==> config.mk <==
export PLATFORM = sky130hd
export DESIGN_NAME = sc_backg_scroll_engine
export DESIGN_NICKNAME = d
export VERILOG_FILES = /design/src/rtl/sc_backg_scroll_engine.sv
export SDC_FILE = /design/constraint.sdc
export NUM_CORES = 1
export LEC_CHECK = 0
export BUFFER_PORTS_ARGS = -buffer_cell sky130_fd_sc_hd__buf_2
export CAP_MARGIN = 10
export CORE_MARGIN = 10
export CORE_UTILIZATION = 44
export DETAILED_ROUTE_END_ITERATION = 16
export PLACE_DENSITY = 0.73
export SETUP_SLACK_MARGIN = 0.3
export SYNTH_ARGS = -nofsm -noshare
export SYNTH_HDL_FRONTEND = slang
export SYNTH_SLANG_ARGS = --single-unit
==> constraint.sdc <==
create_clock -name SC_STATEMACHINEBACKG_CLOCK_50 -period 4 [get_ports SC_STATEMACHINEBACKG_CLOCK_50]
set_input_delay 0.6 -clock SC_STATEMACHINEBACKG_CLOCK_50 [delete_from_list [all_inputs] [get_ports SC_STATEMACHINEBACKG_CLOCK_50]]
set_output_delay 0.6 -clock SC_STATEMACHINEBACKG_CLOCK_50 [all_outputs]
set_load 0.05 [all_outputs]
==> src/rtl/sc_backg_scroll_engine.sv <==
// Scrolling road background plus upcount prescaler driven by the background FSM strobes.
// Registered one-cycle update; no backpressure, every strobe is consumed on its clock edge.
module sc_backg_scroll_engine #(
    parameter int         PRESC_WIDTH    = 22,
    parameter int         TERMINAL_COUNT = 2500000,
    parameter int         ROAD_WIDTH     = 4,
    parameter int         ROAD_INIT      = 2,
    parameter logic [7:0] LFSR_SEED      = 8'hB5
) (
    input  logic        SC_STATEMACHINEBACKG_CLOCK_50,
    input  logic        SC_STATEMACHINEBACKG_RESET_InHigh,
    input  logic        SC_BACKG_clear_InLow,
    input  logic        SC_BACKG_load_InLow,
    input  logic        SC_BACKG_upcount_InLow,
    output logic        SC_BACKG_T0_OutLow,
    output logic [63:0] SC_BACKG_background_Out,
    output logic [2:0]  SC_BACKG_edge_Out
);

    localparam logic [PRESC_WIDTH-1:0] termCnt  = PRESC_WIDTH'(TERMINAL_COUNT);
    localparam logic [2:0]             edgeInit = 3'(ROAD_INIT);
    localparam logic [2:0]             edgeMax  = 3'(8 - ROAD_WIDTH);
    // An all-zero seed would lock the LFSR, so it is promoted to 1.
    localparam logic [7:0]             lfsrInit = (LFSR_SEED == 8'h00) ? 8'h01 : LFSR_SEED;

    logic [PRESC_WIDTH-1:0] cnt;
    logic [2:0]             edgePos;
    logic [2:0]             edgeNext;
    logic [7:0]             lfsr;
    logic [7:0]             lfsrNext;
    logic [7:0]             initRow;
    logic [7:0]             newRow;
    logic [63:0]            bgReg;

    function automatic logic [7:0] straightRow(input logic [2:0] e);
        logic [7:0] r;
        r = '0;
        for (int i = 0; i < 8; i++) begin
            r[i] = (i < int'(e)) || (i >= int'(e) + ROAD_WIDTH);
        end
        return r;
    endfunction

    always_comb begin
        edgeNext = edgePos;
        case (lfsr[1:0])
            2'b01:   if (edgePos != 3'd0)    edgeNext = edgePos - 3'd1;
            2'b10:   if (edgePos != edgeMax) edgeNext = edgePos + 3'd1;
            default: edgeNext = edgePos;
        endcase
    end

    assign lfsrNext = {lfsr[6:0], lfsr[7] ^ lfsr[5] ^ lfsr[4] ^ lfsr[3]};
    assign initRow  = straightRow(edgeInit);
    assign newRow   = straightRow(edgeNext);

    always_ff @(posedge SC_STATEMACHINEBACKG_CLOCK_50 or posedge SC_STATEMACHINEBACKG_RESET_InHigh) begin
        if (SC_STATEMACHINEBACKG_RESET_InHigh) begin
            cnt     <= '0;
            edgePos <= edgeInit;
            lfsr    <= lfsrInit;
            bgReg   <= {8{initRow}};
        end else if (!SC_BACKG_clear_InLow) begin
            cnt     <= '0;
            edgePos <= edgeInit;
            lfsr    <= lfsrInit;
            bgReg   <= {8{initRow}};
        end else if (!SC_BACKG_load_InLow) begin
            // Row 7 falls off the top; the fresh row enters at row 0.
            cnt     <= '0;
            edgePos <= edgeNext;
            lfsr    <= lfsrNext;
            bgReg   <= {bgReg[55:0], newRow};
        end else if (!SC_BACKG_upcount_InLow) begin
            if (cnt < termCnt) begin
                cnt <= cnt + PRESC_WIDTH'(1);
            end
        end
    end

    assign SC_BACKG_T0_OutLow      = (cnt != termCnt);
    assign SC_BACKG_background_Out = bgReg;
    assign SC_BACKG_edge_Out       = edgePos;

endmodule
==> results_dict.tcl <==
set metrics [dict create \
    finalSetupViolations 0 \
    met2WireLength_um 4640 \
    die_w_um 124 \
    power_frac_clock_pct 30.0 \
    core_area_um2 10400 \
    p_sw_uw 623 \
    tns_ns 0 \
    clock_skew_ns 0.00816 \
    cp-start-kind "flip-flop" \
    worst_path_max_delay_cell "dfstp_2" \
    path_cells "inv_1 > ha_1 > nand2b_1 > a221o_1 > a21oi_1 > inv_1 > ha_1 > o41ai_1 > o21ai_0" \
    worstPathMaxFanout 9 \
    wl_met1_um 4360 \
    dr.max_layer_used "met4" \
    synth_area_um2 4750 \
    drtPass1Iterations 4 \
    max_stage_delay_ns 0.57 \
    powerDensity_nw_per_um2 368 \
    grt_usage_pct 12.8 \
    cp.arrival_ns 3.06 \
    slew_headroom_pct 32.7 \
    die_area_um2 15400 \
    met3_length_um 553 \
    p_leak_nw 2.50 \
    slew_violations 0 \
    placed_area_um2 5190 \
    switching_share_pct 31.5 \
    boundaryPins 73 \
    path_class "flip-flop to flip-flop" \
    cts_setup_buffers 0 \
    syn2layout_area_growth_pct 13.1 \
    vias_per_cell 5.28 \
    dp_hpwl_um 6630 \
    yosysSeqAreaShare_pct 51.6 \
    synth_flop_cell "dfrtp_1" \
    fin_crit_ns 2.80 \
    antenna_cells 0 \
    post_cts_resized 0 \
    ys_types 50 \
    grt_max_degree 79 \
    synth.avg_cell_area_um2 10.9 \
    insertion_delay_ns 0.36 \
    startpoint "SC_BACKG_edge_Out[1]" \
    wl_per_cell_um 15.2 \
    fmaxAchievable_ghz 0.357 \
    pwr-share-comb_pct 17.2 \
    syn_inst 436 \
    fp.dieH_um 124 \
    syn_nets 453 \
    start_util_pct 45.6 \
    tightest_slew_ns 1.01 \
    synth_seq_cells 96 \
    cap_violations 0 \
    ctsHoldBuffers 0 \
    hold_viol 0 \
    overflow 0 \
    grt_pass1_vias 3335 \
    drc 0 \
    drtAntennaViolNets 0 \
    internal_power_mw 1.35 \
    rsz0062_at_grt "false" \
    status "finished clean" \
    total_power_mw 1.98 \
    yosysWarnings 0 \
    peakVddDrop_mv 0.155 \
    fp-row-count 37 \
    layout-drive-gt1-share_pct 27.3 \
    layout.nets 513 \
    r2r_slack_ns 1.20 \
    end_kind "flip-flop" \
    critPathRequiredTime_ns 4.26 \
    wirelength_um 9690 \
    drtIter0Drc 197 \
    numCtsBuffers 9 \
    cts_buffer_depth 2 \
    port_buffers 72 \
    clk_pin_slew_ns 0.10 \
    utilization_pct 51.6 \
    grt_pass1_wl_um 16200 \
    seqPwrFrac_pct 52.8 \
    fin_crit_sh_pct 69.9 \
    cts.htree.levels 3 \
    dp_slack_ns 1.21 \
    antenna_found_initial 0 \
    synthArstFlopShare_pct 100 \
    finalWorstSetupSlack_ns 1.20 \
    cts_tree "done" \
    cts-root-buf "clkbuf_8" \
    synth-edff-count 0 \
    r2r-start "SC_BACKG_edge_Out[1]" \
    clkSinkCount 96 \
    gp_congestion 0.856 \
    vias 3366 \
    fin_area_um2 5370 \
    min_path_type "input port to async pin" \
]
-- through the flow --
stage               instances  hold WS (ns)
floorplan                 436         0.466
global placement          621         0.481
detailed placement        621         0.496
CTS                       637         0.476
global route              637         0.515
finish                    637         0.446
-- layout by cell type, fill, tap and decap left out, types with 3 or more instances in the layout --
master / n
nor2b_1: 33
nand2_1: 53
a21oi_1: 11
mux2i_1: 67
xor2_1: 12
o21ai_0: 10
inv_6: 5
xnor2_1: 4
or3_1: 4
nand4_1: 7
dfrtp_1: 58
nand2b_1: 6
and2_1: 6
and3_1: 6
nor3_1: 4
buf_4: 5
nor2_1: 15
nand3_1: 15
inv_1: 11
ha_1: 12
o211ai_1: 3
dfstp_2: 38
buf_2: 71
or4_1: 4
clkbuf_8: 9
-- cell type report --
cell class,count,area (um2)
clock buffer,9,124
clock inverter,7,51.3
fill,969,5050
inverter,12,46.3
multi-input combinational,301,2140
sequential,96,2450
tap,136,170
timing repair buffer,76,393
-- worst max-delay path: cells and delay by family (launching register included) --
| kind | cells | cell delay, ns |
|---|---|---|
| buffers and inverters | 2 | 0.22 |
| AND/OR/NAND/NOR | 1 | 0.17 |
| adder cells (fa/ha/maj) | 2 | 0.47 |
| AO/OA/AOI/OAI | 4 | 1.27 |
| flip-flops | 1 | 0.57 |
-- Yosys cell counts, drive strengths merged (2+ instances only) --
library cell / instances / area [um2]
a21oi: 11 / 55.1
a31oi: 3 / 25.0
and2: 6 / 37.5
and3: 6 / 37.5
buf: 12 / 62.6
clkbuf: 15 / 56.3
dfrtp: 58 / 1450
dfstp: 38 / 998
ha: 12 / 150
inv: 12 / 45.0
mux2i: 67 / 671
nand2: 53 / 199
nand2b: 6 / 37.5
nand3: 15 / 75.1
nand4: 9 / 68.8
nor2: 15 / 56.3
nor2b: 33 / 206
nor3: 6 / 46.3
nor3b: 2 / 20.0
nor4: 2 / 12.5
o2111ai: 2 / 17.5
o211ai: 3 / 22.5
o21ai: 10 / 50.1
o22ai: 2 / 12.5
or3: 4 / 25.0
or4: 4 / 30.0
xnor2: 4 / 35.0
xor2: 12 / 105
-- cells by family (layout without fill, tap and decap cells) --
kind of cell    after synthesis  in the layout  share of synthesized area, %
flops                        96             96                          51.6
mux                          67             67                          14.1
compound gates               42             42                          6.24
fa+ha+maj                    12             12                          3.16
xor+xnor                     16             16                          2.95
simple gates                164            164                          18.5
buf+inv                      39            104                          3.45
-- sequential cells by signal, summed over array words and instances, names as in the netlist --
register,cells
SC_BACKG_edge_Out,2
cnt,22
SC_BACKG_background_Out,64
lfsr,8
-- path summary, 6_finish.rpt --
path / endpoint / depth (start not counted)
max in group asynchronous: lfsr[4] / 3
worst min-delay path: cnt[3] / 2
min in group SC_STATEMACHINEBACKG_CLOCK_50: lfsr[7] / 2
worst min register to register: lfsr[7] / 2
worst max register to register: SC_BACKG_background_Out[6] / 9
worst max-delay path: SC_BACKG_background_Out[6] / 9
-- power groups by stage --
stage,Clock [mW],Sequential (mW),Combinational [mW]
floorplan,0,1.14,0.189
global placement,0,1.06,0.332
detailed placement,0,1.06,0.342
CTS,0.618,1.04,0.343
global route,0.649,1.05,0.373
finish,0.593,1.04,0.339
-- routing by layer --
metal / vias up / track usage, %
li1: 1619 / -
met1: 1665 / 17.1
met2: 70 / 20.1
met3: 12 / 2.62
met4: 0 / 5.11
met5: - / 0
Power figures use the tool's default switching activity.
